<file path="src/rtl/hv_pkg.sv">
// rtl/hv_pkg.sv - shared HV constants and fetch FSM state type
package hv_pkg;

    localparam int unsigned DefHvDimension = 512;
    localparam int unsigned DefDataWidth   = 8;
    localparam int unsigned DefAddrWidth   = 8;

    typedef enum logic [1:0] {
        FETCH_IDLE,
        FETCH_RUN,
        FETCH_DRAIN
    } fetch_state_e;

endpackage

</file>
<file path="src/rtl/am_class_fetch_if.sv">
// rtl/am_class_fetch_if.sv - control, SRAM read port and class-HV stream of the fetch unit
interface am_class_fetch_if
    import hv_pkg::*;
#(
    parameter int unsigned HVDimension = DefHvDimension,
    parameter int unsigned DataWidth   = DefDataWidth,
    parameter int unsigned AddrWidth   = DefAddrWidth
);
    logic                   fetch_start_i;
    logic [DataWidth-1:0]   num_class_i;
    logic [AddrWidth-1:0]   base_addr_i;
    logic                   fetch_busy_o;
    logic                   fetch_done_o;
    logic                   mem_req_o;
    logic [AddrWidth-1:0]   mem_addr_o;
    logic [HVDimension-1:0] mem_rdata_i;
    logic [HVDimension-1:0] class_hv_o;
    logic                   class_hv_valid_o;
    logic                   class_hv_ready_i;

    // Fetch unit side
    modport master (
        input  fetch_start_i, num_class_i, base_addr_i, mem_rdata_i, class_hv_ready_i,
        output fetch_busy_o, fetch_done_o, mem_req_o, mem_addr_o, class_hv_o, class_hv_valid_o
    );

    // Controller, SRAM and AM search side
    modport slave (
        output fetch_start_i, num_class_i, base_addr_i, mem_rdata_i, class_hv_ready_i,
        input  fetch_busy_o, fetch_done_o, mem_req_o, mem_addr_o, class_hv_o, class_hv_valid_o
    );

endinterface

</file>
<file path="src/rtl/hv_fifo.sv">
// rtl/hv_fifo.sv - first-word-fall-through FIFO for class HVs
module hv_fifo #(
    parameter int unsigned Width = 512,
    parameter int unsigned Depth = 2,
    parameter int unsigned CntW  = $clog2(Depth + 1)
) (
    input  logic             clk_i,
    input  logic             rst_i,
    input  logic             push_i,
    input  logic [Width-1:0] data_i,
    input  logic             pop_i,
    output logic [Width-1:0] data_o,
    output logic             full_o,
    output logic             empty_o,
    output logic [CntW-1:0]  count_o
);
    localparam int unsigned PtrW = (Depth > 1) ? $clog2(Depth) : 1;

    logic [Width-1:0] mem_q [Depth];
    logic [PtrW-1:0]  wr_ptr_q;
    logic [PtrW-1:0]  rd_ptr_q;
    logic [CntW-1:0]  count_q;
    logic             do_push;
    logic             do_pop;

    assign empty_o = (count_q == '0);
    assign full_o  = (count_q == CntW'(Depth));
    assign count_o = count_q;
    assign do_push = push_i && !full_o;
    assign do_pop  = pop_i && !empty_o;
    // Head is forced to zero when empty so stale entries never show on the port
    assign data_o  = empty_o ? '0 : mem_q[rd_ptr_q];

    // Storage needs no reset: entries are only visible once written
    always_ff @(posedge clk_i) begin
        if (do_push) begin
            mem_q[wr_ptr_q] <= data_i;
        end
    end

    // Pointer and occupancy bookkeeping; pointers wrap for any depth
    always_ff @(posedge clk_i) begin
        if (rst_i) begin
            wr_ptr_q <= '0;
            rd_ptr_q <= '0;
            count_q  <= '0;
        end else begin
            if (do_push) begin
                wr_ptr_q <= (wr_ptr_q == PtrW'(Depth - 1)) ? '0 : wr_ptr_q + 1'b1;
            end
            if (do_pop) begin
                rd_ptr_q <= (rd_ptr_q == PtrW'(Depth - 1)) ? '0 : rd_ptr_q + 1'b1;
            end
            case ({do_push, do_pop})
                2'b10:   count_q <= count_q + 1'b1;
                2'b01:   count_q <= count_q - 1'b1;
                default: count_q <= count_q;
            endcase
        end
    end

    // Upstream credit accounting must make overflow impossible
    assert property (@(posedge clk_i) disable iff (rst_i) !(push_i && full_o));

endmodule

</file>
<file path="src/rtl/am_class_fetch.sv">
// rtl/am_class_fetch.sv - streams class HVs from SRAM into the AM search stage
module am_class_fetch
    import hv_pkg::*;
#(
    parameter int unsigned HVDimension = DefHvDimension,
    parameter int unsigned DataWidth   = DefDataWidth,
    parameter int unsigned AddrWidth   = DefAddrWidth,
    parameter int unsigned FifoDepth   = 2
) (
    input  logic              clk_i,
    input  logic              rst_i,
    am_class_fetch_if.master  bus
);
    localparam int unsigned CntW = $clog2(FifoDepth + 1);

    fetch_state_e           state_q;
    logic [DataWidth-1:0]   num_q;
    logic [DataWidth-1:0]   issue_cnt_q;
    logic [DataWidth-1:0]   beat_cnt_q;
    logic [AddrWidth-1:0]   base_q;
    logic                   pending_q;
    logic                   done_q;

    logic                   mem_req;
    logic                   credit_ok;
    logic                   handshake;
    logic                   fifo_push;
    logic                   fifo_pop;
    logic                   fifo_full;
    logic                   fifo_empty;
    logic [CntW-1:0]        fifo_count;
    logic [HVDimension-1:0] fifo_data;

    // A read is allowed only if its data is guaranteed a FIFO slot on return
    assign credit_ok = ((CntW + 1)'(fifo_count) + (CntW + 1)'(pending_q)) < (CntW + 1)'(FifoDepth);
    assign mem_req   = (state_q == FETCH_RUN) && (issue_cnt_q < num_q) && credit_ok;

    // Returning data bypasses an empty FIFO so the first beat appears the cycle it arrives
    assign handshake = bus.class_hv_valid_o && bus.class_hv_ready_i;
    assign fifo_push = pending_q && !(fifo_empty && bus.class_hv_ready_i);
    assign fifo_pop  = !fifo_empty && bus.class_hv_ready_i;

    assign bus.mem_req_o        = mem_req;
    assign bus.mem_addr_o       = mem_req ? base_q + AddrWidth'(issue_cnt_q) : '0;
    assign bus.class_hv_valid_o = !fifo_empty || pending_q;
    assign bus.class_hv_o       = fifo_empty ? (pending_q ? bus.mem_rdata_i : '0) : fifo_data;
    assign bus.fetch_busy_o     = (state_q != FETCH_IDLE);
    assign bus.fetch_done_o     = done_q;

    hv_fifo #(
        .Width (HVDimension),
        .Depth (FifoDepth)
    ) u_fifo (
        .clk_i   (clk_i),
        .rst_i   (rst_i),
        .push_i  (fifo_push),
        .data_i  (bus.mem_rdata_i),
        .pop_i   (fifo_pop),
        .data_o  (fifo_data),
        .full_o  (fifo_full),
        .empty_o (fifo_empty),
        .count_o (fifo_count)
    );

    // Sequencer: latches the job, counts issued reads and delivered beats, pulses done
    always_ff @(posedge clk_i) begin
        if (rst_i) begin
            state_q     <= FETCH_IDLE;
            num_q       <= '0;
            base_q      <= '0;
            issue_cnt_q <= '0;
            beat_cnt_q  <= '0;
            pending_q   <= 1'b0;
            done_q      <= 1'b0;
        end else begin
            done_q    <= 1'b0;
            pending_q <= mem_req;
            case (state_q)
                FETCH_IDLE: begin
                    if (bus.fetch_start_i) begin
                        if (bus.num_class_i != '0) begin
                            state_q     <= FETCH_RUN;
                            num_q       <= bus.num_class_i;
                            base_q      <= bus.base_addr_i;
                            issue_cnt_q <= '0;
                            beat_cnt_q  <= '0;
                        end else begin
                            done_q <= 1'b1;
                        end
                    end
                end
                FETCH_RUN: begin
                    if (mem_req) begin
                        issue_cnt_q <= issue_cnt_q + 1'b1;
                        if (issue_cnt_q == num_q - 1'b1) begin
                            state_q <= FETCH_DRAIN;
                        end
                    end
                    if (handshake) begin
                        beat_cnt_q <= beat_cnt_q + 1'b1;
                    end
                end
                FETCH_DRAIN: begin
                    if (handshake) begin
                        beat_cnt_q <= beat_cnt_q + 1'b1;
                        if (beat_cnt_q == num_q - 1'b1) begin
                            state_q <= FETCH_IDLE;
                            done_q  <= 1'b1;
                        end
                    end
                end
                default: state_q <= FETCH_IDLE;
            endcase
        end
    end

    assert property (@(posedge clk_i) disable iff (rst_i) !(fifo_push && fifo_full));

endmodule

</file>
<file path="src/flat_wrapper.sv">
// flat-port wrapper written by rule: the top's interface ports become plain ports
module am_class_fetch_flat import hv_pkg::*;
#(
    parameter int unsigned HVDimension = DefHvDimension,
    parameter int unsigned DataWidth   = DefDataWidth,
    parameter int unsigned AddrWidth   = DefAddrWidth,
    parameter int unsigned FifoDepth   = 2
)
  (clk_i, rst_i, bus_fetch_start_i, bus_num_class_i, bus_base_addr_i, bus_mem_rdata_i, bus_class_hv_ready_i, bus_fetch_busy_o, bus_fetch_done_o, bus_mem_req_o, bus_mem_addr_o, bus_class_hv_o, bus_class_hv_valid_o);
  am_class_fetch_if #(.HVDimension(HVDimension), .DataWidth(DataWidth), .AddrWidth(AddrWidth)) bus_i ();
  input  logic clk_i;
  input  logic rst_i;
  input wire logic [$bits(bus_i.fetch_start_i)-1:0] bus_fetch_start_i;
  input wire logic [$bits(bus_i.num_class_i)-1:0] bus_num_class_i;
  input wire logic [$bits(bus_i.base_addr_i)-1:0] bus_base_addr_i;
  input wire logic [$bits(bus_i.mem_rdata_i)-1:0] bus_mem_rdata_i;
  input wire logic [$bits(bus_i.class_hv_ready_i)-1:0] bus_class_hv_ready_i;
  output wire logic [$bits(bus_i.fetch_busy_o)-1:0] bus_fetch_busy_o;
  output wire logic [$bits(bus_i.fetch_done_o)-1:0] bus_fetch_done_o;
  output wire logic [$bits(bus_i.mem_req_o)-1:0] bus_mem_req_o;
  output wire logic [$bits(bus_i.mem_addr_o)-1:0] bus_mem_addr_o;
  output wire logic [$bits(bus_i.class_hv_o)-1:0] bus_class_hv_o;
  output wire logic [$bits(bus_i.class_hv_valid_o)-1:0] bus_class_hv_valid_o;
  assign bus_i.fetch_start_i = bus_fetch_start_i;
  assign bus_i.num_class_i = bus_num_class_i;
  assign bus_i.base_addr_i = bus_base_addr_i;
  assign bus_i.mem_rdata_i = bus_mem_rdata_i;
  assign bus_i.class_hv_ready_i = bus_class_hv_ready_i;
  assign bus_fetch_busy_o = bus_i.fetch_busy_o;
  assign bus_fetch_done_o = bus_i.fetch_done_o;
  assign bus_mem_req_o = bus_i.mem_req_o;
  assign bus_mem_addr_o = bus_i.mem_addr_o;
  assign bus_class_hv_o = bus_i.class_hv_o;
  assign bus_class_hv_valid_o = bus_i.class_hv_valid_o;
  am_class_fetch #(.HVDimension(HVDimension), .DataWidth(DataWidth), .AddrWidth(AddrWidth), .FifoDepth(FifoDepth)) u_core (.clk_i(clk_i), .rst_i(rst_i), .bus(bus_i));
endmodule
</file>
<file path="config.mk">
export PLATFORM = sky130hd
export DESIGN_NAME = am_class_fetch_flat
export DESIGN_NICKNAME = d
export VERILOG_FILES = /design/src/rtl/hv_pkg.sv /design/src/rtl/am_class_fetch_if.sv /design/src/rtl/hv_fifo.sv /design/src/rtl/am_class_fetch.sv /design/src/flat_wrapper.sv
export SDC_FILE = /design/constraint.sdc
export NUM_CORES = 1
export LEC_CHECK = 0
export ABC_AREA = 1
export BUFFER_PORTS_ARGS = -buffer_cell sky130_fd_sc_hd__buf_4
export CORE_AREA = 8 8 406 408
export DETAILED_ROUTE_END_ITERATION = 12
export DIE_AREA = 0 0 414 416
export PLACE_DENSITY = 0.51
export SKIP_LAST_GASP = 1
export SLEW_MARGIN = 20
export SYNTH_ARGS = -nofsm -noshare
export SYNTH_HDL_FRONTEND = slang
export SYNTH_SLANG_ARGS = --single-unit
export TNS_END_PERCENT = 50
</file>
<file path="constraint.sdc">
create_clock -name clk_i -period 46.5 [get_ports clk_i]
set_input_delay 2.325 -clock clk_i [delete_from_list [all_inputs] [get_ports clk_i]]
set_output_delay 2.325 -clock clk_i [all_outputs]
set_load 0.01 [all_outputs]
</file>
==> flow_summary.yaml <==
clock_tree:
  clk_latency_ps: 710
  clk_pin_slew_ps: 60
  hold_buffers: 0
  clock_sinks: 1065
  cts_buffers: 115
  clk_path_buf_depth: 3
  cts_root_buf: "clkbuf_16"
  post_cts_buffers: 0
  htree_num_levels: 3
  cts_tree: "done"
  ctsResizeCount: 0
flow_run:
  maxCapViolations: 0
global_route:
  antenna_found_initial: 30
  grt_usage: 0.1636
  grt_pass1_wl_um: 213600
  grt_overflow: 0
  first_global_vias: 30040
  grt_start_max_net_pins: 311
die:
  die_h_um: 416
  start_util: 0.2820
  fp.dieW_um: 414
  die_area_um2: 172200
  core_um2: 158900
  row_count: 147
  ios: 1056
worst_setup_path:
  ff2ff_path_depth: 6
  crit_type: "flip-flop to output pin"
  worstPathMaxFanout: 57
  critPathArrivalTime_ps: 6310
  cp-end-kind: "output pin"
  critPathLaunchType: "flip-flop"
  cp.required_ps: 44170
timing:
  rsz0062_at_grt: "no"
  fmax_ghz: 0.1158
  slew_violations: 0
  period_share: 0.1857
  finalCriticalPeriod_ps: 8634
  hold_viol: 0
  worstMarginPinSlew_ps: 1187
  skew_ps: 29.82
  relSlewSlack: 0.2087
  tns_ps: 0
  setup_violations: 0
synth:
  syn-instance-count: 3200
  synthFlopType: "edfxtp_1"
  synth_area_leader_cell: "edfxtp_1"
  synth-async-reset-ratio: 0
  syn-num-nets: 3755
  ys_warn_count: 0
  yosys_register_bits: 1065
  synth_edf_count: 1024
  synth_cell_types: 40
  netlist_top_cells_count: "1,024 x edfxtp_1, 546 x nand3_1, 540 x o21ai_0"
  synth.most_common_cell: "edfxtp_1"
  yosys-top-cells-area: "edfxtp_1 69%, mux2i_1 11%, nand3_1 6.1%"
  synth_area_um2: 44810
  synth.top_cell.area_share: 0.6862
  synth_seq_area_share: 0.7045
  syn_area_per_cell_um2: 14.00
placed_design:
  place_inst: 6145
  io_buffers: 1055
  gp_congestion: 0.8343
  dp_hpwl_um: 105200
min_path:
  hold_depth: 1
  hold_path_class: "flip-flop to flip-flop"
power_and_ir_drop:
  power_density_nw_per_um2: 53.08
  p_leak_nw: 20.27
  ir_drop_v: 0.00003377
drt:
  first_pass_iters: 5
  totalWireLength_um: 150000
  wl_per_cell_um: 23.56
  drt.antenna.violating_nets: 0
  drt-initial-drc-count: 2165
  detailroute.via_count: 30310
  drc: 0
  viasPerCell: 4.761
outcome:
  status: "finished, final reports clean"
layout:
  fill_cells: 15440
  fin_nets: 4731
  drive_gt1_frac: 0.3020
  flow.area_growth_from_synthesis_pct: 30.65
  stdcell_count: 6367
-- critical path, cell delays in order (launching register included) --
cell and delay [ps]:
dfxtp_4 850, buf_4 800, buf_4 770, buf_4 750
buf_4 740, buf_4 860, mux2i_1 280, o21ai_0 110
buf_4 200
-- cell families (layout without fill, tap and decap cells) --
| kind of cell | Yosys count | after routing | share of synthesized area |
|---|---|---|---|
| other | 0 | 9 | 0 |
| AOI/OAI and AO/OA | 583 | 583 | 0.06609 |
| buffers and inverters | 293 | 1365 | 0.02792 |
| and+or+nand+nor | 717 | 717 | 0.07852 |
| muxes | 512 | 512 | 0.1144 |
| xor gates and xnor gates | 7 | 7 | 0.001982 |
| DFF | 1065 | 1065 | 0.7045 |
| adders and majority gates | 23 | 23 | 0.006590 |
-- placed cells by master, fill, tap and decap left out, types with 4 or more instances in the layout --
master,instances
diode_2,9
clkinv_2,19
a21oi_1,29
bufinv_16,15
buf_12,5
mux2i_1,512
clkbuf_1,26
clkinv_1,26
inv_2,9
nor2_1,65
o21ai_1,4
nand3_1,546
dfxtp_1,39
clkbuf_16,117
nand2_2,4
nand4_1,6
ha_1,22
xor2_1,5
o21ai_0,540
nand2_4,4
inv_1,50
nor3_1,5
nor2_2,4
edfxtp_1,1024
buf_4,1086
nand2_1,70
-- state kept, by name (all words and copies together) (netlist names), named ones only --
register / flops
u_core.state_q: 2
u_core.beat_cnt_q: 8
u_core.u_fifo.rd_ptr_q: 1
u_core.pending_q: 1
u_core.num_q: 8
u_core.u_fifo.count_o: 2
u_core.u_fifo.mem_q: 1024
u_core.issue_cnt_q: 8
u_core.u_fifo.wr_ptr_q: 1
u_core.bus.fetch_done_o: 1
u_core.base_q: 8
-- path summary, 6_finish.rpt --
path,from,end,slack (ps)
setup / recovery,flip-flop,bus_class_hv_o[281],37870
hold / removal,u_core.u_fifo.rd_ptr_q$_SDFFE_PP0P_,flip-flop,450
setup reg to reg,u_core.pending_q$_SDFF_PP0_,u_core.u_fifo.mem_q[0][275]$_DFFE_PP_,41670
hold reg to reg,u_core.u_fifo.rd_ptr_q$_SDFFE_PP0P_,flip-flop,450
-- area by class of cell --
| cell class | count | area, µm² | share of cell area |
|---|---|---|---|
| inverters | 61 | 247.7 | 0.004232 |
| clock buffers | 143 | 3025 | 0.05168 |
| clock inverters | 70 | 804.5 | 0.01374 |
| multi-input cells | 1842 | 12000 | 0.2050 |
| flip-flops and latches | 1065 | 31580 | 0.5394 |
| well taps | 2086 | 2610 | 0.04458 |
| repair buffers | 1091 | 8253 | 0.1410 |
| diodes | 9 | 22.52 | 0.0003847 |
-- per-layer routing --
| layer | GRT usage | part of all wire | up-vias |
|---|---|---|---|
| met1 | 0.1908 | 0.39 | 14870 |
| met3 | 0.04651 | 0.068 | 237 |
| met4 | 0.05073 | 0.027 | 4 |
| li1 | - | - | 14180 |
| met2 | 0.2911 | 0.51 | 1026 |
| met5 | 0 | 0.00018 | - |
-- power breakdown --
part	internal [mW]	switching, mW
registers	1.13	0.0287
clock network	0.545	0.384
logic	0.390	0.627
total	2.07	1.04
-- through the flow --
stage	power (mW)	setup WS (ps)	utilization	cell area, µm²	hold slack [ps]
global route	3.259	37470	0.3684	58540	461.4
CTS	3.154	37690	0.3683	58520	450.6
floorplan	1.763	21380	-	44810	425.6
finish	3.108	37870	0.3684	58540	451.1
global placement	2.211	38570	0.3442	54690	435.9
detailed placement	2.213	38540	0.3442	54690	442.0
Power figures use the tool's default switching activity.
